--- config.mk ---
export PLATFORM = sky130hd
export DESIGN_NAME = systolic_seq_ctrl
export DESIGN_NICKNAME = d
export VERILOG_FILES = /design/src/rtl/systolic_pkg.sv /design/src/rtl/skew_lane_decode.sv /design/src/rtl/systolic_seq_ctrl.sv
export SDC_FILE = /design/constraint.sdc
export NUM_CORES = 1
export LEC_CHECK = 0
export BUFFER_PORTS_ARGS = -buffer_cell sky130_fd_sc_hd__buf_4
export CAP_MARGIN = 0
export CORE_ASPECT_RATIO = 0.75
export CORE_MARGIN = 2
export CORE_UTILIZATION = 45
export DETAILED_ROUTE_END_ITERATION = 8
export PLACE_DENSITY = 0.8
export SLEW_MARGIN = 10
export SYNTH_ARGS = -nofsm -noshare
export SYNTH_HDL_FRONTEND = slang
export SYNTH_SLANG_ARGS = --single-unit
--- constraint.sdc ---
create_clock -name CLK -period 2.4 [get_ports CLK]
set_clock_uncertainty 0.05 [all_clocks]
set_input_delay 0.48 -clock CLK [delete_from_list [all_inputs] [get_ports CLK]]
set_output_delay 0.48 -clock CLK [all_outputs]
set_load 0.03 [all_outputs]
--- src/rtl/systolic_pkg.sv ---
// -----------------------------------------------------------------------------
// systolic_pkg
// Shared constants and types for the 8x8 output-stationary systolic array
// sequencer.
//   N           : array dimension (rows = columns = vector length)
//   IW          : element-index width
//   SW          : feed-step counter width
//   FEED_LAST   : last feed step (3N-3); the run ends after this step
//   DATA_BASE   : register-map base of the activation bank (regs 0-7)
//   WEIGHT_BASE : register-map base of the transposed-weight bank (regs 8-F)
//   seq_state_e : sequencer states
// -----------------------------------------------------------------------------
package systolic_pkg;

    localparam int N  = 8;
    localparam int IW = $clog2(N);
    localparam int SW = $clog2(3 * N - 1);

    // The last operand pair reaches PE(N-1,N-1) at step (N-1)+(N-1)+(N-1).
    function automatic int feed_last(input int n);
        return 3 * n - 3;
    endfunction

    localparam int FEED_LAST = feed_last(N);

    localparam logic [3:0] DATA_BASE   = 4'h0;
    localparam logic [3:0] WEIGHT_BASE = 4'h8;

    typedef enum logic [1:0] {
        IDLE = 2'd0,
        CLR  = 2'd1,
        FEED = 2'd2,
        DONE = 2'd3
    } seq_state_e;

endpackage

--- src/rtl/skew_lane_decode.sv ---
// -----------------------------------------------------------------------------
// skew_lane_decode
// Turns the shared feed step into the skewed per-lane operand window.
// Lane g is inside its window when g <= step <= g+N-1; inside the window it
// reads element (step - g), outside it injects zero.
// Ports:
//   step : current feed step from the sequencer
//   en   : global enable; a stalled cycle injects nothing (vld forced low)
//   feed : sequencer is in its feed phase
//   vld  : per-lane operand-valid, N bits
//   idx  : per-lane element index, N*IW bits, lane g in idx[g*IW +: IW]
// -----------------------------------------------------------------------------
module skew_lane_decode #(
    parameter int N  = 8,
    parameter int IW = $clog2(N),
    parameter int SW = $clog2(3 * N - 1)
) (
    input  logic [SW-1:0]   step,
    input  logic            en,
    input  logic            feed,
    output logic [N-1:0]    vld,
    output logic [N*IW-1:0] idx
);

    for (genvar gi = 0; gi < N; gi++) begin : g_lane
        localparam logic [SW:0] LANE_OFS = (SW + 1)'(gi);

        // One extra bit catches step < gi as a borrow, so the window test is
        // a single subtract and compare and never wraps into a bogus index.
        logic [SW:0] diff;
        logic        in_window;

        assign diff      = {1'b0, step} - LANE_OFS;
        assign in_window = feed && !diff[SW] && (diff[SW-1:0] < SW'(N));

        // Indices follow the step even while stalled; only the valid is gated.
        assign vld[gi]             = in_window && en;
        assign idx[gi*IW +: IW]    = in_window ? diff[IW-1:0] : '0;
    end

endmodule

--- src/rtl/systolic_seq_ctrl.sv ---
// -----------------------------------------------------------------------------
// systolic_seq_ctrl
// Sequencer for the 8x8 output-stationary systolic array. A START pulse runs
// one accumulator-clear cycle, then a skewed operand feed of 3N-2 steps, then
// raises a level interrupt held until the host acknowledges.
// Ports:
//   CLK       : system clock, rising edge
//   CLEAR     : asynchronous active-high reset
//   EN        : global enable; 0 stalls state and STEP
//   START     : single-cycle run request
//   ACK       : host acknowledge, clears INTERRUPT (honoured even when EN=0)
//   A_IDX     : lane i element index into data reg i
//   A_VLD     : lane i injects a valid activation
//   W_IDX     : lane j element index into weight reg 8+j
//   W_VLD     : lane j injects a valid weight
//   PE_EN     : array multiply-accumulates and shifts this cycle
//   PE_CLR    : clear all PE accumulators
//   BUSY      : run in progress (clear or feed phase)
//   INTERRUPT : result ready
//   STEP      : current feed step
// All outputs are decoded from the state and step registers; EN is the only
// input with a combinational path to outputs (it gates the strobes).
// -----------------------------------------------------------------------------
module systolic_seq_ctrl #(
    parameter int N  = systolic_pkg::N,
    parameter int IW = $clog2(N),
    parameter int SW = $clog2(3 * N - 1)
) (
    input  logic            CLK,
    input  logic            CLEAR,
    input  logic            EN,
    input  logic            START,
    input  logic            ACK,
    output logic [N*IW-1:0] A_IDX,
    output logic [N-1:0]    A_VLD,
    output logic [N*IW-1:0] W_IDX,
    output logic [N-1:0]    W_VLD,
    output logic            PE_EN,
    output logic            PE_CLR,
    output logic            BUSY,
    output logic            INTERRUPT,
    output logic [SW-1:0]   STEP
);

    import systolic_pkg::*;

    localparam logic [SW-1:0] STEP_LAST = SW'(feed_last(N));

    seq_state_e    state_reg;
    seq_state_e    state_next;
    logic [SW-1:0] step_reg;
    logic [SW-1:0] step_next;

    // ------------------------------------------------------------------
    // State and step registers
    // ------------------------------------------------------------------
    always_ff @(posedge CLK or posedge CLEAR) begin
        if (CLEAR) begin
            state_reg <= IDLE;
            step_reg  <= '0;
        end else begin
            state_reg <= state_next;
            step_reg  <= step_next;
        end
    end

    // ------------------------------------------------------------------
    // Next-state logic
    // ------------------------------------------------------------------
    always_comb begin
        state_next = state_reg;
        step_next  = step_reg;
        case (state_reg)
            IDLE: begin
                // A request during a stall is dropped, not queued.
                if (START && EN) begin
                    state_next = CLR;
                end
            end
            CLR: begin
                if (EN) begin
                    state_next = FEED;
                    step_next  = '0;
                end
            end
            FEED: begin
                if (EN) begin
                    if (step_reg == STEP_LAST) begin
                        state_next = DONE;
                        step_next  = '0;
                    end else begin
                        step_next = step_reg + SW'(1);
                    end
                end
            end
            DONE: begin
                // ACK is accepted while stalled; a paired START chains the
                // next run only when the array is allowed to advance.
                if (ACK) begin
                    state_next = (START && EN) ? CLR : IDLE;
                end
            end
            default: begin
                state_next = IDLE;
                step_next  = '0;
            end
        endcase
    end

    // ------------------------------------------------------------------
    // Moore outputs
    // ------------------------------------------------------------------
    logic feed_phase;

    assign feed_phase = (state_reg == FEED);
    assign BUSY       = (state_reg == CLR) || feed_phase;
    assign INTERRUPT  = (state_reg == DONE);
    assign PE_CLR     = (state_reg == CLR) && EN;
    assign PE_EN      = feed_phase && EN;
    assign STEP       = step_reg;

    // Activations and transposed weights share the same skew: row i of the
    // data bank and row j of the weight bank both start at their lane number.
    skew_lane_decode #(
        .N  (N),
        .IW (IW),
        .SW (SW)
    ) u_a_lanes (
        .step (step_reg),
        .en   (EN),
        .feed (feed_phase),
        .vld  (A_VLD),
        .idx  (A_IDX)
    );

    skew_lane_decode #(
        .N  (N),
        .IW (IW),
        .SW (SW)
    ) u_w_lanes (
        .step (step_reg),
        .en   (EN),
        .feed (feed_phase),
        .vld  (W_VLD),
        .idx  (W_IDX)
    );

endmodule
==> summary.txt <==
Clock network
  • Clock buffers created by TritonCTS: 3
  • Num Clock Sinks: 7
  • Worst-Skew Late Latency: 0.23 ns
  • Clock Path Buffers: 2
  • Htree depth: 1
  • TritonCTS clock tree: done
  • Root Driver: sky130_fd_sc_hd__clkbuf_8
  • Register clock-pin slew on the reported worst setup and hold paths: 0.04 ns

Die
  • Count of standard-cell rows: 17
  • Boundary Pins: 78
  • Effective utilization at floorplan: 46.6%
  • Total Die Area: 3460 µm²
  • Die X-Extent: 67.2 µm
  • Area inside the core boundary: 2890 µm²
  • Floorplan die height: 51.4 µm

Logic synthesis
  • Library cells used by synthesis: 38
  • Cell area after technology mapping: 1350 µm²
  • Post-synth top cells: sky130_fd_sc_hd__buf_4, sky130_fd_sc_hd__nor2_1, sky130_fd_sc_hd__nand2_1
  • Top_reg_cell synth: sky130_fd_sc_hd__dfrtp_1
  • Cells after synthesis: 186
  • Portion of the post-synthesis area used by sequential elements: 13.0%
  • Share of synthesized registers carrying an async set or reset: 100%
  • Portion of synthesized cell area occupied by the leading cell type: 17.8%
  • Cell types occupying the most area after synthesis: sky130_fd_sc_hd__buf_4, sky130_fd_sc_hd__ha_1, sky130_fd_sc_hd__dfrtp_1
  • Yosys Warn Count: 0
  • Cell type contributing the most total cell area after synthesis: sky130_fd_sc_hd__buf_4
  • Number of flops mapped to enable cells by yosys: 0
  • Leading cell type by number of instances after synthesis: sky130_fd_sc_hd__buf_4
  • Syn avg cell area: 7.25 µm²
  • Number of nets produced by synthesis: 208
  • Number of synthesized register bits: 7

Finish
  • Flip-flop count of the largest register after layout: 5
  • Post-layout util: 86.2%
  • Share of post-route cells with drive strength above 1: 68.7%
  • N_diodes: 0
  • Area growth, synth to finish: 84.9%
  • Total of fill cells in the finished design: 154
  • Layout Nets: 285
  • Layout Cell Area excl Fill: 2490 µm²

Run status
  • Failing checks: negative setup slack
  • Status: finished, violations left

STA
  • Number of pins exceeding their max-slew limit in the final report: 0
  • Hold Vio Cnt, Final: 0
  • Unrepaired setup endpoints after global routing: true
  • Fmax achieved: 400 MHz
  • Period minus WS final: 2.50 ns
  • Final TNS setup: -1.15 ns
  • Actual slew at the worst max-slew pin: 0.464 ns
  • Tightest hold margin: 0.144 ns
  • Final setup violation count: 19
  • Headroom to the max-slew limit: 69.0%
  • Final Cycle Share: 104%
  • Worst Setup Slack, final: -0.102 ns

Placed design
  • Area post-placement: 2000 µm²
  • Number of buffers inserted by port buffering: 77
  • Placer's final routability congestion estimate: 0.903
  • Detailed placer's ending HPWL: 3130 µm

Min path
  • Class of the most critical hold timing path: input port to asynchronous set/reset pin

Worst setup path
  • Critical path's slowest cell: sky130_fd_sc_hd__dfrtp_2
  • Terminus of the critical flop-to-flop path: state_reg[1]$_DFFE_PP0P_
  • Signal arrival time at the worst endpoint: 1.97 ns
  • Worst flop-to-flop path startpoint: STEP[0]$_DFFE_PP0P_
  • Element type at the critical path end: output pin
  • CP max stage delay: 0.48 ns
  • Data required time at the worst endpoint: 1.87 ns
  • Reg2reg path depth: 8
  • Crit-path cells: clkinv_4 > ha_4 > nand2b_4 > mux2i_4 > o2111ai_4 > nor2_4 > buf_4
  • Worst-path fanout max: 6
  • Critical path type: flop to output pin
  • Reg2reg setup slack: 0.19 ns
  • Type of element launching the critical path: flop

Power and ir drop
  • Pwr/cell area: 1430 nW/µm²
  • Maximum resistive drop on vdd: 0.00100 V
  • Leakage power summed over all cells: 1.19 nW
  • Overall power after layout: 3.57 mW

Routing
  • Via count: 1686
  • Total iterations of the first detailed-routing run: 4
  • Total wirelength of the detailed-routed design: 5600 µm
  • Number of design-rule violations left by the first detailed-router iteration: 98
  • Number of nets with antenna violations after detailed routing: 0
  • WL/cell: 18.7 µm
  • Number of vias per cell after detailed routing: 5.62
  • Post-detailed-route DRC marker count: 0

GRT
  • Global-route wire length before repair: 6720 µm
  • Pin count of the biggest net entering global routing: 15
  • Final global-route overflow total: 0
  • Antenna violations before repair: 0
  • Vias in the first global route: 1404
  • Total track usage: 25.6%

Flow run
  • Max-cap check violation count: 0
[cell families after synthesis]
family	synth area share [%]
adders and majority gates	15.8
and+or+nand+nor	28.5
muxes	2.32
buffers and inverters	23.9
xor gates and xnor gates	5.20
DFF	13.0
AOI/OAI and AO/OA	11.3
[stage by stage]
stage | setup slack, ns | std cells
2_1_floorplan | -0.147 | 186
3_3_place_gp | 0.102 | 277
3_5_place_dp | 0.0428 | 277
4_1_cts | -0.0358 | 289
5_1_grt | -0.135 | 300
6_report | -0.102 | 300
[timing repair]
action,in CTS,in global routing
endpoints found under the hold margin,0,0
resized for setup,29,43
pin swaps,9,16
buffers inserted,8,11
setup endpoints to repair,44,54
hold buffers,0,0
[critical path, delay by kind of cell (launching register included)]
| family | cells | cell delay, ns |
|---|---|---|
| buffers and inverters | 2 | 0.31 |
| muxes | 1 | 0.21 |
| adders and majority gates | 1 | 0.18 |
| DFF | 1 | 0.48 |
| AOI/OAI and AO/OA | 1 | 0.25 |
| and+or+nand+nor | 2 | 0.31 |
[worst max path at each step]
stage / to / startpoint / slack, ns / depth (start not counted)
2_1_floorplan: W_IDX[23] / STEP[1]$_DFFE_PP0P_ / -0.15 / 6
3_3_place_gp: A_IDX[4] / STEP[1]$_DFFE_PP0P_ / 0.10 / 7
3_5_place_dp: A_IDX[4] / STEP[1]$_DFFE_PP0P_ / 0.04 / 7
4_1_cts: A_VLD[7] / STEP[1]$_DFFE_PP0P_ / -0.04 / 6
5_1_grt: A_IDX[17] / STEP[2]$_DFFE_PP0P_ / -0.13 / 7
6_report: A_IDX[17] / STEP[1]$_DFFE_PP0P_ / -0.10 / 7
[cells in the final DEF (no fill, tap or decap), types with 4 or more instances in the layout]
| master | n |
|---|---|
| sky130_fd_sc_hd__ha_4 | 6 |
| sky130_fd_sc_hd__ha_1 | 8 |
| sky130_fd_sc_hd__dfrtp_2 | 4 |
| sky130_fd_sc_hd__nand2_1 | 15 |
| sky130_fd_sc_hd__nor2_4 | 14 |
| sky130_fd_sc_hd__and2_1 | 6 |
| sky130_fd_sc_hd__xnor2_2 | 4 |
| sky130_fd_sc_hd__nor2_1 | 6 |
| sky130_fd_sc_hd__inv_1 | 7 |
| sky130_fd_sc_hd__a21oi_1 | 5 |
| sky130_fd_sc_hd__buf_6 | 27 |
| sky130_fd_sc_hd__and3_1 | 4 |
| sky130_fd_sc_hd__buf_4 | 85 |
| sky130_fd_sc_hd__and3_4 | 4 |
[layer usage]
metal | global-route usage, % | vias to the layer above | part of all wire [%]
met5 | 0 | - | 0
met4 | 5.44 | 0 | 3.4
met3 | 5.07 | 26 | 10
met2 | 40.4 | 132 | 48
met1 | 36.1 | 794 | 38
li1 | - | 734 | -
[final cells by class]
cell class	instances	area, µm²	share of cell area [%]
tap	38	47.5	1.91
clock buffer	4	45.0	1.81
sequential	7	180	7.23
timing repair buffer	112	942	37.8
inverter	11	53.8	2.16
multi-input combinational	128	1220	49.1
[where the power goes]
part / internal (mW) / leakage (nW) / total (mW) / switching, mW
combinational: 1.30 / 1.08 / 3.11 / 1.81
sequential: 0.173 / 0.0835 / 0.293 / 0.120
clock: 0.115 / 0.0228 / 0.168 / 0.0531
Note: power is estimated with default switching activity, not from simulation.
